File: config.mk
export PLATFORM = sky130hd
export DESIGN_NAME = debounce_buttons
export DESIGN_NICKNAME = d
export VERILOG_FILES = /design/src/rtl/debounce_buttons.sv
export SDC_FILE = /design/constraint.sdc
export NUM_CORES = 1
export LEC_CHECK = 0
export CORE_UTILIZATION = 50
export CTS_BUF_LIST = sky130_fd_sc_hd__clkbuf_4 sky130_fd_sc_hd__clkbuf_8
export CTS_CLUSTER_SIZE = 16
export DETAILED_ROUTE_END_ITERATION = 8
export GPL_ROUTABILITY_DRIVEN = 0
export PLACE_DENSITY = 0.75
export SYNTH_ARGS = -nofsm -noshare
export SYNTH_HDL_FRONTEND = slang
export SYNTH_SLANG_ARGS = --single-unit
File: constraint.sdc
create_clock -name clk_in -period 2.35 [get_ports clk_in]
set_input_delay 0.47 -clock clk_in [delete_from_list [all_inputs] [get_ports clk_in]]
set_output_delay 0.47 -clock clk_in [all_outputs]
set_load 0.005 [all_outputs]
File: src/rtl/debounce_buttons.sv
// Multi-button debouncer sampled by the divided debounce clock; registered level plus press/release pulses.
// Build option: define AUTO_REPEAT_EN for auto-repeat press pulses while a button stays held.
module debounce_buttons #(
    parameter int unsigned N_BTN          = 4,
    parameter int unsigned STABLE_SAMPLES = 4,
    parameter int unsigned ACTIVE_LOW_BTN = 1,
    parameter int unsigned REPEAT_DELAY   = 25,
    parameter int unsigned REPEAT_RATE    = 5
) (
    input  logic             clk_in,
    input  logic             reset,
    input  logic             sample_clk,
    input  logic [N_BTN-1:0] btn_raw,
    output logic [N_BTN-1:0] btn_level,
    output logic [N_BTN-1:0] btn_press,
    output logic [N_BTN-1:0] btn_release
);

    localparam int unsigned CW = $clog2(STABLE_SAMPLES + 1);
    localparam logic [CW-1:0] CNT_LAST = CW'(STABLE_SAMPLES - 1);
    localparam logic [N_BTN-1:0] REL_LEVEL = (ACTIVE_LOW_BTN != 0) ? {N_BTN{1'b1}} : {N_BTN{1'b0}};

    localparam logic [1:0] ST_RELEASED     = 2'd0;
    localparam logic [1:0] ST_PRESS_PEND   = 2'd1;
    localparam logic [1:0] ST_PRESSED      = 2'd2;
    localparam logic [1:0] ST_RELEASE_PEND = 2'd3;

    if (STABLE_SAMPLES < 2) begin : g_cfg_check
        $error("STABLE_SAMPLES must be >= 2");
    end

    logic [N_BTN-1:0] btn_s1, btn_s2;
    logic             sc_s1, sc_s2, sc_hist;
    logic             tick;
    logic [N_BTN-1:0] sample;

    logic [N_BTN-1:0][1:0]    state_q, state_nxt;
    logic [N_BTN-1:0][CW-1:0] cnt_q, cnt_nxt;
    logic [N_BTN-1:0]         level_nxt, press_nxt, release_nxt;

`ifdef AUTO_REPEAT_EN
    localparam int unsigned RW = $clog2(REPEAT_DELAY + 1);
    localparam logic [RW-1:0] RPT_LAST   = RW'(REPEAT_DELAY - 1);
    localparam logic [RW-1:0] RPT_RELOAD = RW'(REPEAT_DELAY - REPEAT_RATE);

    if (REPEAT_RATE == 0 || REPEAT_RATE > REPEAT_DELAY) begin : g_rpt_check
        $error("REPEAT_RATE must be in 1..REPEAT_DELAY");
    end

    logic [N_BTN-1:0][RW-1:0] rpt_q, rpt_nxt;
`else
    // Repeat timing has no effect without auto-repeat; the empty block only references it.
    if (REPEAT_DELAY == 0 || REPEAT_RATE == 0) begin : g_rpt_unused
    end
`endif

    // Synchronizers; buttons settle to the released level in reset.
    always_ff @(posedge clk_in) begin
        if (!reset) begin
            btn_s1  <= REL_LEVEL;
            btn_s2  <= REL_LEVEL;
            sc_s1   <= 1'b0;
            sc_s2   <= 1'b0;
            sc_hist <= 1'b0;
        end else begin
            btn_s1  <= btn_raw;
            btn_s2  <= btn_s1;
            sc_s1   <= sample_clk;
            sc_s2   <= sc_s1;
            sc_hist <= sc_s2;
        end
    end

    assign tick   = sc_s2 & ~sc_hist;
    assign sample = btn_s2 ^ REL_LEVEL;

    always_ff @(posedge clk_in) begin
        if (!reset) begin
            state_q     <= {N_BTN{ST_RELEASED}};
            cnt_q       <= '0;
            btn_level   <= '0;
            btn_press   <= '0;
            btn_release <= '0;
`ifdef AUTO_REPEAT_EN
            rpt_q       <= '0;
`endif
        end else begin
            state_q     <= state_nxt;
            cnt_q       <= cnt_nxt;
            btn_level   <= level_nxt;
            btn_press   <= press_nxt;
            btn_release <= release_nxt;
`ifdef AUTO_REPEAT_EN
            rpt_q       <= rpt_nxt;
`endif
        end
    end

    // Per-button qualification FSM; advances only on a sample tick.
    always_comb begin
        state_nxt   = state_q;
        cnt_nxt     = cnt_q;
        level_nxt   = '0;
        press_nxt   = '0;
        release_nxt = '0;
`ifdef AUTO_REPEAT_EN
        rpt_nxt     = rpt_q;
`endif
        for (int i = 0; i < int'(N_BTN); i++) begin
            if (tick) begin
                case (state_q[i])
                    ST_RELEASED: begin
                        if (sample[i]) begin
                            state_nxt[i] = ST_PRESS_PEND;
                            cnt_nxt[i]   = CW'(1);
                        end
                    end
                    ST_PRESS_PEND: begin
                        if (!sample[i]) begin
                            state_nxt[i] = ST_RELEASED;
                            cnt_nxt[i]   = '0;
                        end else if (cnt_q[i] == CNT_LAST) begin
                            state_nxt[i] = ST_PRESSED;
                            cnt_nxt[i]   = '0;
                            press_nxt[i] = 1'b1;
`ifdef AUTO_REPEAT_EN
                            rpt_nxt[i]   = '0;
`endif
                        end else begin
                            cnt_nxt[i] = CW'(cnt_q[i] + CW'(1));
                        end
                    end
                    ST_PRESSED: begin
                        if (!sample[i]) begin
                            state_nxt[i] = ST_RELEASE_PEND;
                            cnt_nxt[i]   = CW'(1);
                        end else begin
`ifdef AUTO_REPEAT_EN
                            if (rpt_q[i] == RPT_LAST) begin
                                press_nxt[i] = 1'b1;
                                rpt_nxt[i]   = RPT_RELOAD;
                            end else begin
                                rpt_nxt[i] = RW'(rpt_q[i] + RW'(1));
                            end
`endif
                        end
                    end
                    default: begin
                        if (sample[i]) begin
                            state_nxt[i] = ST_PRESSED;
                            cnt_nxt[i]   = '0;
                        end else if (cnt_q[i] == CNT_LAST) begin
                            state_nxt[i]   = ST_RELEASED;
                            cnt_nxt[i]     = '0;
                            release_nxt[i] = 1'b1;
                        end else begin
                            cnt_nxt[i] = CW'(cnt_q[i] + CW'(1));
                        end
                    end
                endcase
            end
            level_nxt[i] = (state_nxt[i] == ST_PRESSED) || (state_nxt[i] == ST_RELEASE_PEND);
        end
    end

endmodule

## After elaboration in Yosys (flattened, before gate mapping)

Index checks and enable logic that the tools add are counted.
W data, S select, Z words.

- Register bits: 43
- Output and inout bits: 12
- Word-level logic and storage cells: 139
- Input port bits: 7

- Eq/ne operators: 28
- $add $sub $neg: 4
- Bitwise operators: 5
- Mux-type cells: 60
- Reduce and logical (&&, ||, !) cells: 20

Operators by type and width:

| kind | number |
|---|---|
| $mux W3 | 20 |
| $mux W2 | 28 |
| $pmux W3 S3 | 4 |
| $eq A2 B2 Y1 const B | 12 |
| $pmux W2 S3 | 4 |
| $reduce_or A6 Y1 | 4 |
| $ne A2 B2 Y1 const B | 8 |
| $reduce_and A4 Y1 | 4 |
| $add A3 B1 Y3 const B | 4 |
| $eq A3 B2 Y1 const B | 4 |
| $reduce_and A3 Y1 | 4 |
| $eq A2 B1 Y1 const B | 4 |
| $logic_not A2 Y1 | 4 |
| $logic_or A1 B1 Y1 | 4 |
| $mux W1 | 4 |
| $not A4 Y4 | 1 |
| $not A1 Y1 | 3 |
| $and A1 B1 Y1 | 1 |

## Depth between registers and ports, before layout

- Depth after elaboration: 7
- Mapped depth: 6
- Mapped depth without buffers: 6

## Worst setup path after synthesis

No wires, ideal clock.

- Kind: register to register
- From: register state_q[1] in the netlist's numbering
- To: register state_q[0] in the netlist's numbering
- Arrival: 1.262 ns
- Cell stages (with the launch flop): 7
- Required time: 2.220 ns
- Library setup time: 0.130 ns
- Path slack: 0.957 ns
- Clock period less this slack: 1.393 ns
- Path buffers: 0
- Cells stage by stage: dfxtp_1 -> inv_1 -> ha_1 -> or3b_4 -> a21oi_4 -> o311ai_1 -> o31ai_1

- Longest elaborated chain between the ends: 3
- Elaborated cells between the ends (all ways): 5
- Classes of those cells: eq/ne: 2; mux: 2; reduce/logical: 1

Ends and longest elaborated chain:

| element | line | text |
|---|---|---|
| from (decl) | 37 | `logic [N_BTN-1:0][1:0] state_q, state_nxt;` |
| from (signal assigned) | 79 | `state_q <= {N_BTN{ST_RELEASED}};` |
| from (signal assigned) | 88 | `state_q <= state_nxt;` |
| $eq A2 B2 Y1 (tied with other cells) | 111 | `case (state_q[i])` |
| $pmux W2 S3 * | 111 |  |
| $mux W2 * | 110 | `if (tick) begin` |

Mark *: on every way between the ends. The rest lies on a longest branch, timed or not.
A chain may end at the register's enable or synchronous reset.

## Final worst setup path

- From: register btn_press[1]
- To: output btn_press[1]

RTL lines:

| element | line | text |
|---|---|---|
| from (decl) | 15 | `output logic [N_BTN-1:0] btn_press,` |
| from (signal assigned) | 91 | `btn_press <= press_nxt;` |

No word-level cell between the ends.

==> results.toml <==
[detailed_routing]
wire_per_inst_um = 12.4
wirelength_um = 3080
drc = 0
via_count = 1300
vias_per_cell = 5.24
drtAntennaViolNets = 0
drt_first_pass_iters = 4
drt_iter0_markers = 64

[timing]
relSlewSlack_pct = 63.9
setup-violations-final = 0
report.final.slew_viol_count = 0
setup_ws_ns = 0.686
whs_ns = 0.416
worst_clock_skew_ns = 0.0127
worstMarginPinSlew_ns = 0.541
final_hold_viol_count = 0
post-route-period-util_pct = 70.8
max_freq_ghz = 0.601
finalSetupTns_ns = 0
grt_setup_unrepaired = "no"
min_period_ns = 1.66

[placed_design]
dp_cells = 240
placed_area_um2 = 1950
hpwlAfterDp_um = 2190
io_buffers = 18
place_ws_ns = 0.600

[clock_network]
clock_insertion_delay_worst_skew_ns = 0.35
path_clk_slew_ns = 0.13
cts-root-buf = "clkbuf_4"
numCtsBuffers = 5
max-clock-path-buffers = 2
post_cts_buffers = 0
postCtsHoldBufs = 0
cts_tree = "built"
h-tree-depth = 2
cts_sinks = 43
cts-resized-gates = 0

[critical_path]
cp_num_buf_inv = 1
ff2ff_setup_slack_ns = 0.77
critical_path.startpoint_type = "flip-flop"
crit_required_ns = 1.88
end_kind = "primary output"
rr_worst_depth = 6
critPathTopFamily = "buffers and inverters"
crit_path_top_delay_cell = "clkdlybuf4s50_1"
path_cells = "clkdlybuf4s50_1"
crit_fanout = 1
critical_path_class = "reg -> out"
slowest_delay_ns = 0.50
arrival_ns = 1.19
crit_cells = 1

[logic_synthesis]
syn_area_per_cell_um2 = 9.60
postSynthRegisterBits = 43
yosysWarnings = 0
yosysUniqueCellTypes = 37
synthesis.area_um2 = 1740
yosysSeqAreaShare_pct = 49.5
syn_inst = 181
synth_fp_nets = 196

[global_route]
grt_pass1_vias = 1204
grtUsageMet3_pct = 8.10
grt-busiest-layer = "met2"
grt.total_usage_pct = 18.9
antenna_found_initial = 0
grt_pass1_wl_um = 5080
met1_usage_pct = 21.2
grt_util_met2_pct = 30.9
grt_max_degree = 21
grt_overflow = 0

[pwr]
p_leak_nw = 0.744
peakVddDrop_uv = 389
power_mw = 1.21
cellPowerDensity_nw_per_um2 = 597

[cells_and_area]
areaGrowthSynthToFinish_pct = 16.3
fin_area_um2 = 2020
nets = 216
stdcell_count = 248
finish.utilization_pct = 60.6
drive_above_1_share_pct = 7.92
diodes = 0

[floorplanning]
initial_core_util_pct = 52.1
die_width_um = 61.0
io_pins = 19
core_area_um2 = 3340
fp-row-count = 21
fp.dieH_um = 61.0
dieArea_um2 = 3720

[outcome]
status = "complete, no violations"

[min_path]
hp-class = "reg -> reg"
whs_path_depth = 1

[job]
maxCapViolations = 0
## logic make-up after synthesis
| family | Yosys count | share of synthesized area, % |
|---|---|---|
| muxes | 1 | 0.576 |
| and+or+nand+nor | 69 | 20.8 |
| xor gates and xnor gates | 4 | 2.02 |
| buffers and inverters | 13 | 3.60 |
| DFF | 43 | 49.5 |
| AOI/OAI and AO/OA | 43 | 17.7 |
| adders and majority gates | 8 | 5.76 |
## final timing paths
kind	endpoint	startpoint
worst min-delay path	btn_s2[2]	btn_s1[2]
worst max-delay path	btn_press[1]	btn_press[1]
worst min register to register	btn_s2[2]	btn_s1[2]
worst max register to register	cnt_q[0]	state_q[0]
## synth_stat cells
master | instances | area [um2]
a21boi_0 | 11 | 82.6
a21oi_4 | 1 | 16.3
nor2b_1 | 5 | 31.3
o211a_1 | 3 | 30.0
nor4_1 | 3 | 18.8
nor2_1 | 10 | 37.5
nor3_1 | 3 | 15.0
buf_4 | 1 | 7.51
buf_6 | 1 | 11.3
buf_2 | 2 | 10.0
nand3b_1 | 3 | 22.5
or3b_4 | 1 | 11.3
xnor2_1 | 3 | 26.3
o31ai_1 | 1 | 7.51
ha_1 | 8 | 100
o22ai_1 | 1 | 6.26
inv_1 | 5 | 18.8
o311ai_1 | 1 | 8.76
a21oi_1 | 4 | 20.0
a22oi_1 | 2 | 15.0
or3_1 | 3 | 18.8
and2_1 | 3 | 18.8
nand4_1 | 3 | 18.8
a21oi_2 | 2 | 17.5
clkbuf_1 | 4 | 15.0
xor2_1 | 1 | 8.76
nand2b_1 | 10 | 62.6
a211oi_2 | 1 | 12.5
nand3_1 | 6 | 30.0
nor4b_1 | 1 | 8.76
dfxtp_1 | 43 | 861
a31oi_1 | 2 | 12.5
mux2i_1 | 1 | 10.0
a21o_1 | 2 | 15.0
nand2_1 | 18 | 67.6
o21ai_0 | 11 | 55.1
a211o_1 | 1 | 8.76
## layout make-up
cell class                 instances  area (um2)
clock buffer                       6        51.3
clock inverter                     2        16.3
fill                             311        1320
inverter                           5        18.8
multi-input combinational        125         815
sequential                        43         861
tap                               46        57.6
timing repair buffer              21         203
## layout by cell type (no fill, tap or decap), drive strengths merged, types with 5 or more instances in the layout
cell type / Yosys / layout
dfxtp: 43 / 43
nor2b: 5 / 5
nand2: 18 / 18
clkdlybuf4s50: 0 / 18
clkbuf: 4 / 6
nand2b: 10 / 10
ha: 8 / 8
nor2: 10 / 10
a21boi: 11 / 11
o21ai: 11 / 11
nand3: 6 / 6
a21oi: 7 / 7
inv: 5 / 5
## state kept, by name, summed over array words and instances (netlist names), 4 cells and up
register     cells
cnt_q           12
state_q          8
btn_s2           4
btn_release      4
btn_level        4
btn_s1           4
btn_press        4
## report_power, final
group          internal (mW)  switching, mW
combinational         0.0332         0.0344
sequential             0.741        0.00860
clock                  0.148          0.241
## layer usage
metal,up-vias,wire length [um],part of all wire (%)
li1,672,-,-
met1,599,1420,46
met2,23,1500,49
met3,6,107,3.5
met4,0,50,1.6
met5,-,0,0
(Power assumes the default switching activity.)
